==> src/rtl/ns_gnrl_pkg.sv <==
// Shared types for the generic round-robin packet mux: FSM encoding and FIFO depth.
package ns_gnrl_pkg;

    typedef enum logic {ST_IDLE = 1'b0, ST_LOCK = 1'b1} state_e;

    localparam int unsigned FIFO_DEPTH = 2;

    // True when exactly one bit is set; callers zero-extend vectors up to 32 bits.
    function automatic logic is_onehot(input logic [31:0] v);
        return (v != '0) && ((v & (v - 32'd1)) == '0);
    endfunction

endpackage

==> src/rtl/ns_gnrl_rrobin_pktmux_if.sv <==
// Ingress, arbiter and egress signals of the packet mux, bundled with directional modports.
interface ns_gnrl_rrobin_pktmux_if #(
    parameter int unsigned PORT_NUM = 4,
    parameter int unsigned DW       = 32
);
    localparam int unsigned SW = $clog2(PORT_NUM);

    logic [PORT_NUM-1:0]    in_vld;
    logic [PORT_NUM-1:0]    in_rdy;
    logic [PORT_NUM*DW-1:0] in_dat;
    logic [PORT_NUM-1:0]    in_last;
    logic [PORT_NUM-1:0]    req_vec;
    logic                   arbt_ena;
    logic [PORT_NUM-1:0]    grt_vec;
    logic                   out_vld;
    logic                   out_rdy;
    logic [DW-1:0]          out_dat;
    logic                   out_last;
    logic [SW-1:0]          out_src;
    logic                   err_grant;

    // Environment side: sources, arbiter grant and downstream ready.
    modport master (
        output in_vld, in_dat, in_last, grt_vec, out_rdy,
        input  in_rdy, req_vec, arbt_ena, out_vld, out_dat, out_last, out_src, err_grant
    );

    modport slave (
        input  in_vld, in_dat, in_last, grt_vec, out_rdy,
        output in_rdy, req_vec, arbt_ena, out_vld, out_dat, out_last, out_src, err_grant
    );

endinterface

==> src/rtl/ns_gnrl_fifo2.sv <==
// Two-entry FIFO; in_rdy of the parent is derived from full_o alone.
module ns_gnrl_fifo2
    import ns_gnrl_pkg::*;
#(
    parameter int unsigned W = 8
) (
    input  logic         clk,
    input  logic         rst,
    input  logic         push_i,
    input  logic         pop_i,
    input  logic [W-1:0] wdat_i,
    output logic [W-1:0] rdat_o,
    output logic         full_o,
    output logic         nempty_o
);

    logic [W-1:0] mem_q [FIFO_DEPTH];
    logic         wptr_q, wptr_d;
    logic         rptr_q, rptr_d;
    logic [1:0]   cnt_q, cnt_d;

    always_comb begin
        wptr_d = wptr_q ^ push_i;
        rptr_d = rptr_q ^ pop_i;
        cnt_d  = cnt_q + {1'b0, push_i} - {1'b0, pop_i};
    end

    always_ff @(posedge clk or posedge rst) begin
        if (rst) begin
            for (int k = 0; k < int'(FIFO_DEPTH); k++) mem_q[k] <= '0;
            wptr_q <= 1'b0;
            rptr_q <= 1'b0;
            cnt_q  <= 2'd0;
        end else begin
            if (push_i) mem_q[wptr_q] <= wdat_i;
            wptr_q <= wptr_d;
            rptr_q <= rptr_d;
            cnt_q  <= cnt_d;
        end
    end

    assign rdat_o   = mem_q[rptr_q];
    assign full_o   = (cnt_q == 2'(FIFO_DEPTH));
    assign nempty_o = (cnt_q != 2'd0);

endmodule

==> src/rtl/ns_gnrl_rrobin_pktmux.sv <==
// N:1 packet mux: per-port FIFOs, external round-robin arbiter, packet lock and a
// registered valid/ready output stage.
module ns_gnrl_rrobin_pktmux
    import ns_gnrl_pkg::*;
#(
    parameter int unsigned PORT_NUM = 4,
    parameter int unsigned DW       = 32
) (
    input logic                      clk,
    input logic                      rst,
    ns_gnrl_rrobin_pktmux_if.slave   bus
);

    localparam int unsigned SW = $clog2(PORT_NUM);

    typedef struct packed {
        logic [DW-1:0] dat;
        logic          last;
    } beat_t;

    logic [PORT_NUM-1:0] fifo_full, fifo_nempty, push, pop, req;
    beat_t               fifo_rdat [PORT_NUM];
    logic                can_load, load, gnt_ok, viol;
    logic [SW-1:0]       gnt_idx, sel_idx;

    state_e        state_q, state_d;
    logic [SW-1:0] owner_q, owner_d;
    logic          out_vld_q, out_vld_d;
    beat_t         out_beat_q, out_beat_d;
    logic [SW-1:0] out_src_q, out_src_d;
    logic          err_q, err_d;

    for (genvar i = 0; i < PORT_NUM; i++) begin : g_port
        ns_gnrl_fifo2 #(.W($bits(beat_t))) u_fifo (
            .clk      (clk),
            .rst      (rst),
            .push_i   (push[i]),
            .pop_i    (pop[i]),
            .wdat_i   ({bus.in_dat[i*DW +: DW], bus.in_last[i]}),
            .rdat_o   (fifo_rdat[i]),
            .full_o   (fifo_full[i]),
            .nempty_o (fifo_nempty[i])
        );
    end

    assign bus.in_rdy = ~fifo_full;
    assign push       = bus.in_vld & ~fifo_full;

    // Kept apart from the grant logic so req_vec never depends on grt_vec.
    assign can_load     = ~out_vld_q | bus.out_rdy;
    assign req          = (state_q == ST_IDLE) ? (fifo_nempty & {PORT_NUM{can_load}}) : '0;
    assign bus.req_vec  = req;
    assign bus.arbt_ena = |req;

    always_comb begin
        gnt_idx = '0;
        for (int i = 0; i < int'(PORT_NUM); i++) begin
            if (bus.grt_vec[i]) gnt_idx = SW'(i);
        end

        gnt_ok  = 1'b0;
        viol    = 1'b0;
        pop     = '0;
        sel_idx = owner_q;
        state_d = state_q;
        owner_d = owner_q;

        if (state_q == ST_IDLE) begin
            if (req != '0) begin
                gnt_ok = is_onehot(32'(bus.grt_vec)) && ((bus.grt_vec & ~req) == '0);
                viol   = ~gnt_ok;
            end else begin
                viol = |bus.grt_vec;
            end
            if (gnt_ok) begin
                pop     = bus.grt_vec;
                sel_idx = gnt_idx;
                if (!fifo_rdat[gnt_idx].last) begin
                    state_d = ST_LOCK;
                    owner_d = gnt_idx;
                end
            end
        end else if (can_load && fifo_nempty[owner_q]) begin
            pop[owner_q] = 1'b1;
            if (fifo_rdat[owner_q].last) state_d = ST_IDLE;
        end

        load       = |pop;
        out_vld_d  = load | (out_vld_q & ~bus.out_rdy);
        out_beat_d = load ? fifo_rdat[sel_idx] : out_beat_q;
        out_src_d  = load ? sel_idx : out_src_q;
        err_d      = err_q | viol;
    end

    always_ff @(posedge clk or posedge rst) begin
        if (rst) begin
            state_q    <= ST_IDLE;
            owner_q    <= '0;
            out_vld_q  <= 1'b0;
            out_beat_q <= '0;
            out_src_q  <= '0;
            err_q      <= 1'b0;
        end else begin
            state_q    <= state_d;
            owner_q    <= owner_d;
            out_vld_q  <= out_vld_d;
            out_beat_q <= out_beat_d;
            out_src_q  <= out_src_d;
            err_q      <= err_d;
        end
    end

    assign bus.out_vld   = out_vld_q;
    assign bus.out_dat   = out_beat_q.dat;
    assign bus.out_last  = out_beat_q.last;
    assign bus.out_src   = out_src_q;
    assign bus.err_grant = err_q;

endmodule

==> src/flat_wrapper.sv <==
// flat-port wrapper written by rule: the top's interface ports become plain ports
module ns_gnrl_rrobin_pktmux_flat import ns_gnrl_pkg::*;
#(
    parameter int unsigned PORT_NUM = 4,
    parameter int unsigned DW       = 32
)
  (clk, rst, bus_in_vld, bus_in_dat, bus_in_last, bus_grt_vec, bus_out_rdy, bus_in_rdy, bus_req_vec, bus_arbt_ena, bus_out_vld, bus_out_dat, bus_out_last, bus_out_src, bus_err_grant);
  ns_gnrl_rrobin_pktmux_if #(.PORT_NUM(PORT_NUM), .DW(DW)) bus_i ();
  input logic clk;
  input logic rst;
  input wire logic [$bits(bus_i.in_vld)-1:0] bus_in_vld;
  input wire logic [$bits(bus_i.in_dat)-1:0] bus_in_dat;
  input wire logic [$bits(bus_i.in_last)-1:0] bus_in_last;
  input wire logic [$bits(bus_i.grt_vec)-1:0] bus_grt_vec;
  input wire logic [$bits(bus_i.out_rdy)-1:0] bus_out_rdy;
  output wire logic [$bits(bus_i.in_rdy)-1:0] bus_in_rdy;
  output wire logic [$bits(bus_i.req_vec)-1:0] bus_req_vec;
  output wire logic [$bits(bus_i.arbt_ena)-1:0] bus_arbt_ena;
  output wire logic [$bits(bus_i.out_vld)-1:0] bus_out_vld;
  output wire logic [$bits(bus_i.out_dat)-1:0] bus_out_dat;
  output wire logic [$bits(bus_i.out_last)-1:0] bus_out_last;
  output wire logic [$bits(bus_i.out_src)-1:0] bus_out_src;
  output wire logic [$bits(bus_i.err_grant)-1:0] bus_err_grant;
  assign bus_i.in_vld = bus_in_vld;
  assign bus_i.in_dat = bus_in_dat;
  assign bus_i.in_last = bus_in_last;
  assign bus_i.grt_vec = bus_grt_vec;
  assign bus_i.out_rdy = bus_out_rdy;
  assign bus_in_rdy = bus_i.in_rdy;
  assign bus_req_vec = bus_i.req_vec;
  assign bus_arbt_ena = bus_i.arbt_ena;
  assign bus_out_vld = bus_i.out_vld;
  assign bus_out_dat = bus_i.out_dat;
  assign bus_out_last = bus_i.out_last;
  assign bus_out_src = bus_i.out_src;
  assign bus_err_grant = bus_i.err_grant;
  ns_gnrl_rrobin_pktmux #(.PORT_NUM(PORT_NUM), .DW(DW)) u_core (.clk(clk), .rst(rst), .bus(bus_i));
endmodule
==> config.mk <==
export PLATFORM = sky130hd
export DESIGN_NAME = ns_gnrl_rrobin_pktmux_flat
export DESIGN_NICKNAME = d
export VERILOG_FILES = /design/src/rtl/ns_gnrl_pkg.sv /design/src/rtl/ns_gnrl_rrobin_pktmux_if.sv /design/src/rtl/ns_gnrl_fifo2.sv /design/src/rtl/ns_gnrl_rrobin_pktmux.sv /design/src/flat_wrapper.sv
export SDC_FILE = /design/constraint.sdc
export NUM_CORES = 1
export LEC_CHECK = 0
export CORE_ASPECT_RATIO = 0.5
export CORE_UTILIZATION = 60
export CTS_CLUSTER_DIAMETER = 60
export DETAILED_ROUTE_END_ITERATION = 8
export GPL_ROUTABILITY_DRIVEN = 1
export PLACE_DENSITY_LB_ADDON = 0.1
export SLEW_MARGIN = 10
export SYNTH_ARGS = -nofsm -noshare
export SYNTH_HDL_FRONTEND = slang
export SYNTH_SLANG_ARGS = --single-unit
==> constraint.sdc <==
create_clock -name clk -period 23.1 [get_ports clk]
set_input_delay 5.775 -clock clk [delete_from_list [all_inputs] [get_ports clk]]
set_output_delay 5.775 -clock clk [all_outputs]
set_load 0.02 [all_outputs]
# Word-level counts from Yosys, hierarchy flattened
# Index checks and enable logic that the tools add are counted.
[word_totals]
register_bits = 320
[op_classes]
eq_ne = 4
n_mux = 55
add_sub_neg = 9
reduce_logical = 20
bitwise = 34
n_lt_le_gt_ge = 17
[ops]
columns = ["operator", "count"]
rows = [
  ["$mux W33", 18],
  ["$bwmux W66", 4],
  ["$bmux W33 S2", 3],
  ["$demux W33 S1", 4],
  ["$and A4 B32 Y32", 1],
  ["$logic_not A32 Y1", 1],
  ["$ge A2 B2 Y1 const B", 8],
  ["$mux W1", 16],
  ["$mux W4", 4],
  ["$not A1 Y2", 8],
  ["$and A4 B4 Y4", 3],
  ["$reduce_or A4 Y1", 3],
  ["$ge A3 B3 Y1 const B", 3],
  ["$not A2 Y3", 3],
  ["$add A2 B1 Y2", 4],
  ["$eq A2 B2 Y1 const B", 4],
  ["$logic_and A1 B1 Y1", 8],
  ["$lt A2 B1 Y1 const B", 4],
  ["$mux W2", 4],
  ["$not A4 Y4", 2],
  ["$reduce_bool A2 Y1", 4],
  ["$reduce_bool A4 Y1", 2],
  ["$sub A2 B1 Y2", 4],
  ["$xor A1 B1 Y1", 8],
  ["10 further kinds", 16],
]

# Depth between registers and ports, before layout
# Gate-level depths: netlist (run 1).
[depth]
depth_word = 16
ltp_mapped = 12
depth_no_buf = 11

# Cells and area by module
# Synthesis (run 1) repeated with hierarchy kept, for this count alone.
[hier_totals]
hier_cells = 1036
hier_area_um2 = 16814.9
[by_module_without_submodules]
columns = ["module", "cells_each", "seq_area_each_um2", "instances", "area_each_um2"]
rows = [
  ["ns_gnrl_fifo2", 194, 1751.7, 4, 3528.4],
  ["ns_gnrl_rrobin_pktmux", 260, 1001.0, 1, 2701.3],
]

# Worst setup path after synthesis (run 1)
# Ideal clock, no wire load.
[synth_path]
kind = "input-to-output"
start = "in bus_out_rdy"
end = "out bus_req_vec[0]"
t_arrival_ps = 6571
setup_slack_ps = 10754
cell_stages = 3
cell_sequence = "nor2b_1 buf_6 nor3_1"
[synth_via]
elab_chain_cells = 3
[synth_lines]
columns = ["element", "line", "text"]
rows = [
  ["start, declared", "flat_wrapper.sv:15", "input wire logic [$bits(bus_i.out_rdy)-1:0] bus_out_rdy;"],
  ["$or A1 B1 Y1", "ns_gnrl_rrobin_pktmux.sv:50", "assign can_load = ~out_vld_q | bus.out_rdy;"],
  ["$and A4 B4 Y4", "ns_gnrl_rrobin_pktmux.sv:51", "assign req = (state_q == ST_IDLE) ? (fifo_nempty & {PORT_NUM{can_load}}) : '0;"],
  ["$mux W4", "ns_gnrl_rrobin_pktmux.sv:51", ""],
  ["end, declared", "flat_wrapper.sv:17", "output wire logic [$bits(bus_i.req_vec)-1:0] bus_req_vec;"],
]
# Every way passes these cells.

# Worst setup path in the final report (run 1)
# Ends and elaborated chain as after synthesis.

==> results.md, run 1 <==
STA:
- The clock arrives with 9.72 ps of skew.
- In the finished design, the share of the clock period the worst path needs comes to 0.573.
- The final-report hold violation count is 0.
- The actual transition at the worst max-transition pin is 1080 ps.
- For this run, the top clock speed supported by timing is 75.6 MHz.
- Adding up every negative setup slack in the final design gives 0 ps.
- Setup violations remaining at the end of the flow were counted as 0.
- Setup repair after global routing left no endpoint under its margin.
- Headroom to the max-slew limit came out at 0.283.
- Subtracting the final worst setup slack from the clock period gives 13230 ps.
- The number of max-slew violations in the final report came to 0.

Clocking:
- TritonCTS built the clock tree.
- Counting along the longest clock path gives a buffer depth of 3.
- Clock tree synthesis inserted a total of 28 buffers.
- The number of levels in the clock H-tree is 1.
- The later-pin clock latency in the skew report is 550 ps.
- The number of hold buffers added after CTS is 0.
- The root buffer cell is sky130_fd_sc_hd__clkbuf_16.
- For this design, the sink count on the clock tree is 320.
- The number of gates resized after CTS was 0.
- After clock tree synthesis, the clock-pin slew on the worst setup and hold paths is 70 ps.
- The buffers inserted during post-CTS setup optimization is 0.

Layout:
- Leaving out fill and tap cells, the most frequent cell in the layout is sky130_fd_sc_hd__dfrtp_1.
- The library cells used most frequently in the layout, excluding fill and tap cells, are 316 x sky130_fd_sc_hd__dfrtp_1, 265 x sky130_fd_sc_hd__mux2_2, 188 x sky130_fd_sc_hd__clkdlybuf4s50_1, 68 x sky130_fd_sc_hd__mux2i_1, 65 x sky130_fd_sc_hd__nor2b_1.
- After the last flow step, the layout net total stands at 1388.
- The final antenna diode count is 0.
- Of the cells placed in the final design, the portion with a size suffix greater than 1 is 0.308.
- The post-synthesis to final-layout area growth is 19.3%.

Route:
- After detailed routing, the number of vias per cell comes to 6.14.
- The final layout contains routed wiring with a total length of 35900 um.
- The first routing iteration left 699 violations.
- The total DRC errors in the routed layout is 0.
- Dividing the detail-routed wire length by the instance count gives 22.6 um.
- The antenna violation net count after detailed routing is 0.
- The first detailed-routing pass took 5 iterations.
- For this block, the via count after detailed routing is 9752.

Placed design:
- Routability-driven placement finished with a final weighted congestion of 0.910.
- The estimated wirelength of the detail-placed design is 23100 um.
- Port buffering added 188 buffers.

Floorplanning:
- The height of the die is 114 um.
- For this design the top-level I/O count stands at 189.
- The initial core utilization is 0.617.
- The site row count is 40.
- The floorplan die width is 226 um.
- The die outline area is 25700 um^2.
- The area of the core region is 24300 um^2.

Synthesis:
- After synthesis, the netlist uses 45 different library cells.
- Of the post-synthesis cell area, the dominant cell type holds 0.534.
- Yosys printed 0 warnings.
- After synthesis the netlist holds a flip-flop and latch count of 320.
- Counting every net in the synthesized netlist gives 1250.
- After synthesis the cells add up to 15000 um^2.
- The synthesized design spends more area on one cell type than any other, namely sky130_fd_sc_hd__dfrtp_1.
- Yosys mapped a number of flops with a built-in enable equal to 0.
- The share of the yosys chip area belonging to registers is 0.534.
- The share of synthesized flip-flops with an asynchronous set or reset is 1.00.
- For this run, the leading register cell type out of synthesis is sky130_fd_sc_hd__dfrtp_1.
- The cell count after synthesis is 1092.
- Sorting the synthesized cells by area gives the leading types as sky130_fd_sc_hd__dfrtp_1 53%, sky130_fd_sc_hd__mux2_2 20%, sky130_fd_sc_hd__mux2i_1 4.5%, sky130_fd_sc_hd__a221oi_2 2.9%, sky130_fd_sc_hd__nor2b_1 2.7%.
- The average instance in the mapped netlist occupies 13.7 um^2.

Global routing:
- In the global route stage, met1 resource usage came out at 0.399.
- The initial antenna violation count is 1.
- The number of global-route vias before repair came to 10400.
- The layer carrying the most global-route usage is met2.
- The routing usage on met3 is 0.0459.
- Entering global routing, the biggest net connects 101 pins.
- The all-layer global routing usage is 0.290.
- The first global-routing pass estimated 57200 um of wire.
- The remaining global-route overflow is 0.
- The met2 demand-to-capacity share in global routing is 0.487.

Worst setup path:
- At the worst endpoint, the arrival time is 7460 ps.
- At the worst endpoint, the required time is 17330 ps.
- The critical path is of the in2out type.
- The highest net fanout along the worst path is 7.
- By instance count, the cell type seen most on the critical path is sky130_fd_sc_hd__clkdlybuf4s50_1.
- The startpoint type of the worst setup path is a primary input.
- Broken down by cell family, the worst path's largest delay share belongs to buffers and inverters.
- The maximum single-stage delay on the critical path is 690 ps.
- The buffer and inverter count on the worst path is 2.
- Walking the worst path, the cells encountered are clkdlybuf4s50_1 > nor2b_1 > nor3_1 > clkdlybuf4s50_1.
- In this run the register-to-register setup slack is 19220 ps.
- The cell with the biggest individual delay on the critical path is sky130_fd_sc_hd__clkdlybuf4s50_1.
- The critical path endpoint category is a primary output.

Outcome:
- The run finished with clean final reports.

Power:
- The power density relative to cell area is 149 nW/um^2.
- The static leakage power is 7.43 nW.
- IR analysis of the VDD net gives a maximum drop of 0.0000995 V.
- Power comes to 2.67 mW.

Worst hold path:
- The min-delay analysis places its worst path in the category reg2reg.

Job:
- Max-cap violations in this run came to 0.
## metrics by stage
step           utilization  setup WS [ps]  hold slack, ps  cells  instance area [um^2]
6_report             0.737           9870             490   1587                 17900
5_1_grt              0.737           9800             505   1587                 17900
4_1_cts              0.737           9860             490   1587                 17900
3_5_place_dp         0.700           9870             471   1536                 17000
3_3_place_gp         0.700           9940             465   1536                 17000
2_1_floorplan            -           8470             468   1092                 15000
## cell families (layout without fill, tap and decap cells)
group	after synthesis	in the layout	share of synthesized area
fa+ha+maj	15	15	0.0125
mux	335	335	0.248
buf+inv	112	271	0.0346
flops	320	320	0.534
xor+xnor	14	14	0.00818
compound gates	187	187	0.120
simple gates	109	109	0.0424
## worst paths after layout
| path | start | end | depth (start not counted) |
|---|---|---|---|
| setup reg to reg | u_core.bus.out_vld | u_core.bus.out_dat[22] | 8 |
| hold reg to reg | u_core.bus.err_grant | u_core.bus.err_grant | 1 |
| setup / recovery | bus_out_rdy | bus_req_vec[0] | 4 |
| hold / removal | u_core.bus.err_grant | u_core.bus.err_grant | 1 |
| max in group asynchronous | rst | u_core.g_port[3].u_fifo.mem_q[22] | 4 |
| min in group asynchronous | rst | u_core.g_port[0].u_fifo.cnt_q[0] | 2 |
## cells in the mapped netlist, types with 2 or more instances
cell                         n
sky130_fd_sc_hd__nor3_1      5
sky130_fd_sc_hd__buf_2       9
sky130_fd_sc_hd__mux2i_1    68
sky130_fd_sc_hd__nand2_1    12
sky130_fd_sc_hd__buf_1       4
sky130_fd_sc_hd__a21oi_1     5
sky130_fd_sc_hd__a221oi_1   35
sky130_fd_sc_hd__a211oi_1   50
sky130_fd_sc_hd__clkbuf_1   63
sky130_fd_sc_hd__buf_4       4
sky130_fd_sc_hd__o31ai_1     2
sky130_fd_sc_hd__buf_6       9
sky130_fd_sc_hd__o21ai_0     4
sky130_fd_sc_hd__mux2_2    265
sky130_fd_sc_hd__xor2_1      6
sky130_fd_sc_hd__nor4b_1     2
sky130_fd_sc_hd__xnor2_1     8
sky130_fd_sc_hd__nor2b_1    65
sky130_fd_sc_hd__nand2b_1    7
sky130_fd_sc_hd__a221oi_2   29
sky130_fd_sc_hd__dfrtp_1   320
sky130_fd_sc_hd__a211o_1    34
sky130_fd_sc_hd__a211oi_2   15
sky130_fd_sc_hd__o21bai_1    2
sky130_fd_sc_hd__mux4_2      2
sky130_fd_sc_hd__ha_1       15
sky130_fd_sc_hd__inv_1      20
sky130_fd_sc_hd__a22o_1      2
sky130_fd_sc_hd__nor2_1     14
## final cells by class
class / count / area, um^2
Fill cell: 1609 / 6390
Inverter: 21 / 86.3
Multi-Input combinational cell: 660 / 6500
Clock inverter: 5 / 53.8
Clock buffer: 46 / 840
Sequential cell: 320 / 8010
Timing Repair Buffer: 199 / 1960
Tap cell: 336 / 420
## power by group
group	switching [mW]	internal (mW)	leakage [nW]
logic	0.591	0.589	3.23
clock network	0.207	0.259	0.438
registers	0.168	0.855	3.77
total	0.966	1.70	7.43
## sequential cells by signal, indices dropped and copies added, names as in the netlist
| signal | flops |
|---|---|
| u_core.owner_q | 2 |
| u_core.state_q | 1 |
| u_core.g_port.u_fifo.wptr_q | 4 |
| u_core.bus.err_grant | 1 |
| u_core.g_port.u_fifo.rptr_q | 4 |
| u_core.bus.out_vld | 1 |
| u_core.bus.out_last | 1 |
| u_core.g_port.u_fifo.cnt_q | 8 |
| u_core.bus.out_dat | 32 |
| u_core.g_port.u_fifo.mem_q | 264 |
| u_core.bus.out_src | 2 |
## worst register-to-register path, delay by kind of cell (launching register included)
kind / cells / cell delay [ps]
DFF: 1 / 390
and+or+nand+nor: 2 / 840
buffers and inverters: 1 / 670
AOI/OAI and AO/OA: 5 / 1890
## metal layers
layer,up-vias,routed length (um)
met2,246,17600
met5,-,17
met4,2,796
li1,4320,-
met3,65,1470
met1,5119,16000
Power figures use the tool's default switching activity.
==> run 2, diff against run 1 <==
Settings changed: CORE_UTILIZATION 60 to 50.
Clock period 23.1 ns to 12 ns, I/O delays scaled along.
==> run 2 against run 1 <==
Compared with the run above:
- the run now ends with DRC left
- sequential share of layout area shrank 0.44 points
- critical path depth is the same
- clock skew increased by 14 ps
- largest power group unchanged
- non-clock buffer count decreased by 3
==> results.md, run 2 (same netlist as run 1, synthesis figures left out) <==
Power:
- Dividing total power by cell area gives a power density of 289 nW/um^2.
- Summed over all cells, the static leakage comes to 7.49 nW.
- Across the VDD grid, the largest voltage drop is 0.000150 V.

Clocking:
- The later pin in the worst-skew pair is clocked with a latency of 570 ps.
- Buffers added to address setup during post-CTS repair amount to 0.
- The root buffer cell is sky130_fd_sc_hd__clkbuf_16.
- Clock-pin slew was measured on the worst setup and hold paths at 60 ps.
- Counting the buffers created by CTS gives 29.
- TritonCTS built the clock tree.
- The count of clock tree sinks is 320.
- The clock passes through at most 3 buffers.
- Hold repair after CTS inserted 0 buffers.
- The number of instances resized during post-cts repair is 0.
- CTS built an H-tree with a depth of 1.

STA:
- The final-report hold violation count is 0.
- The clock tree skew after final layout is 23.6 ps.
- The final total negative setup slack is 0 ps.
- Setup repair after global routing left no endpoint under its margin.
- The remaining max-slew budget at the tightest pin is 0.296.
- The actual transition at the worst max-transition pin is 1060 ps.
- The part of the cycle the worst path needs is 0.639.
- The number of max-slew violations in the final report is 0.
- The final count of negative-setup-slack endpoints is 0.
- For this run, the top clock speed supported by timing is 130 MHz.
- The final critical delay including setup and external delays is 7670 ps.

Worst setup path:
- The internal reg-to-reg setup slack is 8170 ps.
- The worst reg2reg path depth is 8.
- For the worst setup path, the data arrival time is 4670 ps.
- The cell type with the highest occurrence count on the critical path is sky130_fd_sc_hd__clkdlybuf4s50_1.
- On the worst path, the slowest cell contributes a delay of 580 ps.
- The total number of cells along the worst setup path is 4.
- STA classifies the critical path startpoint as a primary input.
- The critical path endpoint category is a primary output.
- The cell family contributing the most delay on the critical path is buffers and inverters.
- The slowest stage of the critical path belongs to the cell sky130_fd_sc_hd__clkdlybuf4s50_1.
- Of all nets on the critical path, the largest fanout is 7.
- The critical path is of the in2out type.
- The data required time at the worst endpoint is 9000 ps.
- The critical path goes through clkdlybuf4s50_1 > nor2b_1 > nor3_1 > clkdlybuf4s50_1.
- The buffer and inverter count on the worst path is 2.

Route:
- The DRC violation total after the first TritonRoute iteration is 507.
- The post-detailed-route wirelength per cell is 21.7 um.
- In this run the remaining antenna-violating nets after routing total 0.
- The average via count per standard cell is 5.79.
- The final route contains 9502 vias.
- In the routed design, unresolved DRC markers number 28.
- The final wirelength is 35700 um.
- For this run, the detailed router's first-pass iteration total came to 7.

Global routing:
- The remaining global-route overflow is 0.
- Entering global routing, the biggest net connects 187 pins.
- The number of global-route vias before repair came to 10000.
- The global-route wire length before repair is 57500 um.
- The all-layer global routing usage is 0.238.
- The initial antenna violation count is 1.

Job:
- Max-cap violations in this run came to 0.

Layout:
- After filler insertion, the fill cell instance count of the layout stands at 2288.
- Of the cells placed in the final design, the portion with a size suffix greater than 1 is 0.311.
- The summed area of non-filler cells in the final layout is 18100 um^2.
- The flip-flop count of the largest register after layout is 264.
- The final-stage net count is 1386.
- Compared with the post-synthesis result, the final layout area differs by 20.5%.
- Ranked by flip-flop count, first place goes to u_core.g_port.u_fifo.mem_q.
- The leading cell type in the layout, fill and taps excluded is sky130_fd_sc_hd__dfrtp_1.
- The top cell types in the final layout, fill and taps aside, are 316 x sky130_fd_sc_hd__dfrtp_1, 265 x sky130_fd_sc_hd__mux2_2, 188 x sky130_fd_sc_hd__clkdlybuf4s50_1, 68 x sky130_fd_sc_hd__mux2i_1, 65 x sky130_fd_sc_hd__nor2b_1.
- The number of non-filler instances in the completed layout is 1642.

Worst hold path:
- The worst min-delay path category is reg2reg.
- The cell count of the worst hold path is 1.

Placed design:
- The cell total after placement is 1588.
- During placement, the flow inserted port buffers numbering 188.
- The estimated wirelength of the detail-placed design is 24000 um.
- The placement-stage cell area is 17100 um^2.
- The final estimated routing congestion in global placement is 0.861.

Outcome:
- The final reports fail on DRC.
- The flow ran to the end, but the final reports show violations.

Floorplanning:
- The site row count is 44.
- From left edge to right edge, the die measures 247 um.
- The initial core utilization is 0.513.
- The area of the core region is 29200 um^2.
- The floorplan step defined a die boundary enclosing 30700 um^2.
- In this run the count of I/O pins placed on the die edge is 189.
- The height of the die is 124 um.
==> run 2: layout make-up <==
cell class | count | area, um^2 | share of cell area
multi-input cells | 660 | 6510 | 0.360
inverters | 21 | 86.3 | 0.00478
repair buffers | 196 | 1950 | 0.108
flip-flops and latches | 320 | 8010 | 0.444
diodes | 1 | 2.50 | 0.000139
clock inverters | 13 | 196 | 0.0109
clock buffers | 40 | 807 | 0.0447
well taps | 391 | 489 | 0.0271
==> run 2: worst paths after layout <==
kind / from / endpoint
min in group asynchronous: rst / u_core.g_port[1].u_fifo.mem_q[4]
setup reg to reg: u_core.bus.out_vld / u_core.bus.out_dat[16]
hold reg to reg: u_core.bus.err_grant / u_core.bus.err_grant
hold / removal: u_core.bus.err_grant / u_core.bus.err_grant
max in group asynchronous: rst / u_core.g_port[3].u_fifo.mem_q[10]
setup / recovery: bus_out_rdy / bus_req_vec[0]
==> run 2: per-layer routing <==
layer / share of wire / up-vias / GRT usage
met3: 0.033 / 55 / 0.0343
met4: 0.022 / 2 / 0.0508
li1: - / 4313 / -
met1: 0.43 / 4958 / 0.317
met2: 0.51 / 174 / 0.413
met5: 0.00036 / - / 0
==> run 2: power breakdown <==
group / switching, mW / total [mW] / internal [mW]
clock network: 0.411 / 0.989 / 0.577
logic: 1.13 / 2.26 / 1.13
registers: 0.317 / 1.96 / 1.64
==> run 2: worst reg2reg max path, delay by kind of cell, from the launching register on <==
| family | cells | cell delay [ps] |
|---|---|---|
| AND/OR/NAND/NOR | 4 | 1770 |
| AO/OA/AOI/OAI | 3 | 870 |
| buffers and inverters | 1 | 740 |
| flip-flops | 1 | 350 |
==> run 2: metrics by stage <==
step / setup WS (ps) / power (mW) / utilization / hold WS [ps]
6_report: 4330 / 5.21 / 0.618 / 482
5_1_grt: 4220 / 5.54 / 0.618 / 501
4_1_cts: 4350 / 5.26 / 0.618 / 489
3_5_place_dp: 4350 / 4.27 / 0.583 / 471
3_3_place_gp: 4390 / 4.17 / 0.583 / 463
2_1_floorplan: 144 / 3.58 / - / 468
==> patch 1, RTL diff (settings of run 2) <==
`DW` is set to 32 in 3 places; all go to 48.
--- a/src/rtl/ns_gnrl_rrobin_pktmux_if.sv
+++ b/src/rtl/ns_gnrl_rrobin_pktmux_if.sv
@@ -1,7 +1,7 @@
 // Ingress, arbiter and egress signals of the packet mux, bundled with directional modports.
 interface ns_gnrl_rrobin_pktmux_if #(
     parameter int unsigned PORT_NUM = 4,
-    parameter int unsigned DW       = 32
+    parameter int unsigned DW       = 48
 );
     localparam int unsigned SW = $clog2(PORT_NUM);
 
--- a/src/rtl/ns_gnrl_rrobin_pktmux.sv
+++ b/src/rtl/ns_gnrl_rrobin_pktmux.sv
@@ -4,7 +4,7 @@
     import ns_gnrl_pkg::*;
 #(
     parameter int unsigned PORT_NUM = 4,
-    parameter int unsigned DW       = 32
+    parameter int unsigned DW       = 48
 ) (
     input logic                      clk,
     input logic                      rst,
--- a/src/flat_wrapper.sv
+++ b/src/flat_wrapper.sv
@@ -2,7 +2,7 @@
 module ns_gnrl_rrobin_pktmux_flat import ns_gnrl_pkg::*;
 #(
     parameter int unsigned PORT_NUM = 4,
-    parameter int unsigned DW       = 32
+    parameter int unsigned DW       = 48
 )
   (clk, rst, bus_in_vld, bus_in_dat, bus_in_last, bus_grt_vec, bus_out_rdy, bus_in_rdy, bus_req_vec, bus_arbt_ena, bus_out_vld, bus_out_dat, bus_out_last, bus_out_src, bus_err_grant);
   ns_gnrl_rrobin_pktmux_if #(.PORT_NUM(PORT_NUM), .DW(DW)) bus_i ();
Interface: changed (resized bus_in_dat and bus_out_dat); port bits go from 189 to 269. The function was not compared with the original's and may differ.
==> patch 1 against run 2 <==
- sequential power grew 51%
- fmax grew 1.8%
- wire length grew 58%
- cell area grew 44%
- synthesized area grew 43%
- sequential cell count grew 144
- worst setup slack gained 0.13 ns
- total power grew 41%
- critical path type unchanged
==> patch 1: results (changes against run 2) <==
* Outcome: completed (was finished, violations left)
* CTS buffer count at 43 (was 29)
* Power share of the clock group at 18.2% (was 19.0%)
* Top cells by count, synth: 464 x dfrtp_1, 443 x mux2_2, 198 x mux2i_1 (was 320 x dfrtp_1, 265 x mux2_2, 68 x mux2i_1)
* Number of DRC markers in iteration 0 at 834 (was 507)
* Max FFs per register at 392 (was 264)
* Worst slew margin at 20.3% (was 29.6%)
* RD Place Congestion at 0.947 (was 0.861)
* Post-DP HPWL at 34800 um (was 24000 um)
* Vias in the first global route at 15000 (was 10000)
* Leakage at 10.9 nW (was 7.49 nW)
* Sequential-to-total area share from yosys stat at 54.4% (was 53.4%)
* GR met1 Demand/Resource at 34.4% (was 31.7%)
* Initial DRT Pass Iterations at 5 (was 7)
* Worst-Skew Late Latency at 0.55 ns (was 0.57 ns)
* PortBufs at 268 (was 188)
* First-pass GRT wire length at 87000 um (was 57500 um)
* R2R Setup Slk at 8.37 ns (was 8.17 ns)
* Top post-synthesis cells by area: dfrtp_1 54%, mux2_2 23%, mux2i_1 9.3% (was dfrtp_1 53%, mux2_2 20%, mux2i_1 4.5%)
* WP data arrival at 4.53 ns (was 4.67 ns)
* Crit-path max cell delay at 0.52 ns (was 0.58 ns)
* Xor/xnor share of the synthesized area at 0.615% (was 0.818%)
* Via count at 13900 (was 9502)
* R2R Path End: u_core.g_port[1].u_fifo.cnt_q[1] (was u_core.bus.out_dat[16])
* DRT Wirelength at 56200 um (was 35700 um)
* Count of different cell masters after synthesis at 44 (was 45)
* Met3 wire length at 2450 um (was 1180 um)
* Worst Path Max Fanout at 3 (was 7)
* Met2 GRT Util at 44.4% (was 41.3%)
patch 1: changes by cell type in the layout (fill, tap and decap cells not counted), sizes merged, moves of 63 or more:
cell           before  now
clkdlybuf4s50     188  268
nor2b              65    2
o21ai               6  100
dfrtp             320  464
mux2i              68  198
a211oi             65    1
mux2              265  444
patch 1: stage by stage:
step                cells  worst slack [ns]  util [%]  hold WS (ns)  area (um^2)
floorplan            1548              2.72         -         0.475        21400
global placement     2297              4.52      58.4         0.448        24600
detailed placement   2297              4.46      58.4         0.460        24600
CTS                  2370              4.46      61.6         0.474        25900
global route         2371              4.39      61.6         0.483        25900
finish               2371              4.47      61.6         0.464        25900
patch 1: area by class of cell:
cell class,instances,share of cell area (%)
well taps,577,2.79
flip-flops and latches,464,44.9
diodes,1,0.00966
multi-input cells,948,35.9
inverters,21,0.319
repair buffers,287,11.0
clock buffers,67,5.01
clock inverters,6,0.155
==> patch 2, RTL diff (flow settings as in run 2) <==
Without the edit above. Reset style: synchronous (`rst`), changed in 2 clocked blocks.
--- a/src/rtl/ns_gnrl_fifo2.sv
+++ b/src/rtl/ns_gnrl_fifo2.sv
@@ -25,7 +25,7 @@
         cnt_d  = cnt_q + {1'b0, push_i} - {1'b0, pop_i};
     end
 
-    always_ff @(posedge clk or posedge rst) begin
+    always_ff @(posedge clk) begin
         if (rst) begin
             for (int k = 0; k < int'(FIFO_DEPTH); k++) mem_q[k] <= '0;
             wptr_q <= 1'b0;
--- a/src/rtl/ns_gnrl_rrobin_pktmux.sv
+++ b/src/rtl/ns_gnrl_rrobin_pktmux.sv
@@ -92,7 +92,7 @@
         err_d      = err_q | viol;
     end
 
-    always_ff @(posedge clk or posedge rst) begin
+    always_ff @(posedge clk) begin
         if (rst) begin
             state_q    <= ST_IDLE;
             owner_q    <= '0;
Function: differs if rst is asserted again (counterexample within 4 cycles, from zero or initial values and one cycle with rst high); with rst held inactive, the same outputs for 4 cycles.
==> patch 2 against run 2 <==
- wire length grew 1.4%
- synthesized area shrank 3.4%
- cell area shrank 2.6%
- sequential cell count is the same
- final cell count grew 2.2%
- worst setup slack gained 0.12 ns
- count of clock-buffer cells in the layout shrank 2
Power is not compared: it rests on default switching activity, and its combinational part moved more than twofold at a synthesized area within 25%.
==> patch 2: results (changes against run 2) <==
* Outcome: completed (was finished, violations left)
* DR top layer: met4 (was met5)
* R2R Setup Slk at 8.60 ns (was 8.17 ns)
* Hold path depth at 2 (was 1)
* Count of different cell masters after synthesis at 50 (was 45)
* NumNets Final at 1422 (was 1386)
* CP endpoint: bus_req_vec[2] (was bus_req_vec[0])
* Initial DRT Pass Iterations at 5 (was 7)
* Worst Hold Slack at 0.465 ns (was 0.482 ns)
* Met3 Use GR at 3.54% (was 3.43%)
* Vias in the first global route at 9007 (was 10000)
* Pwr Total at 0.00291 W
* Worst Path Max Fanout at 4 (was 7)
* Number of DRC markers in iteration 0 at 786 (was 507)
* Worst slew margin at 19.7% (was 29.6%)
* RD Place Congestion at 0.925 (was 0.861)
* Worst reg-to-reg path cell count at 7 (was 8)
* Met3 wire length at 1780 um (was 1180 um)
* GR met1 Demand/Resource at 36.3% (was 31.7%)
* Max Clk Rate at 133 MHz (was 130 MHz)
* Hold_sp: u_core.bus.out_src[1] (was u_core.bus.err_grant)
* Vias per cell at 5.55 (was 5.79)
* GRT Util Overall at 24.2% (was 23.8%)
* First-pass GRT wire length at 53600 um (was 57500 um)
* Met2 GRT Util at 37.5% (was 41.3%)
* Placement Setup Slack at 4.47 ns (was 4.35 ns)
* Top post-synthesis cells by area: edfxtp_1 55%, and2_1 12%, dfxtp_1 7.7% (was dfrtp_1 53%, mux2_2 20%, mux2i_1 4.5%)
* WP data arrival at 4.54 ns (was 4.67 ns)
* Synth Flop Type: edfxtp_1 (was dfrtp_1)
* CTS buffer count at 28 (was 29)
* Clk_skew at 0.0175 ns (was 0.0236 ns)
* Top cells by count, synth: 267 x and2_1, 264 x edfxtp_1, 70 x mux2i_1, 70 x nor2b_1, 68 x a211oi_1 (was 320 x dfrtp_1, 265 x mux2_2, 68 x mux2i_1)
* Count leader, synth: and2_1 (was dfrtp_1)
* Met2 WL at 16300 um (was 18300 um)
* Placed Instance Area at 16700 um^2 (was 17100 um^2)
* R2R Path End: u_core.bus.out_dat[31] (was u_core.bus.out_dat[16])
* Post-Layout Cell Count at 1678 (was 1642)
* Post-DP HPWL at 24100 um (was 24000 um)
patch 2: changes by cell type after synthesis, sizes merged, moves of 16 or more:
cell	before	now
a221o	1	32
nor2	15	31
dfxtp	0	56
dfrtp	320	0
edfxtp	0	264
mux2	265	2
a221oi	64	0
and2	1	267
a21oi	5	37
patch 2: layout make-up:
type                    instances  area (um^2)
multi-input cells             707         5090
repair buffers                205         2010
clock inverters                14          123
diodes                          3         7.51
flip-flops and latches        320         9050
well taps                     382          478
inverters                       9         33.8
clock buffers                  38          779
fillers                      2218        10500
patch 2: kinds of logic after synthesis:
logic type	count (synthesis)	synth area share, %
xor gates and xnor gates	18	1.09
and+or+nand+nor	415	17.3
muxes	72	5.00
adders and majority gates	9	0.769
buffers and inverters	90	2.86
AOI/OAI and AO/OA	193	10.4
DFF	320	62.5
patch 2: critical path: stages:
cell,delay (ns)
clkdlybuf4s50_1,0.48
nand2b_1,0.15
nand2b_1,0.11
nor2_1,0.15
clkdlybuf4s50_1,0.65
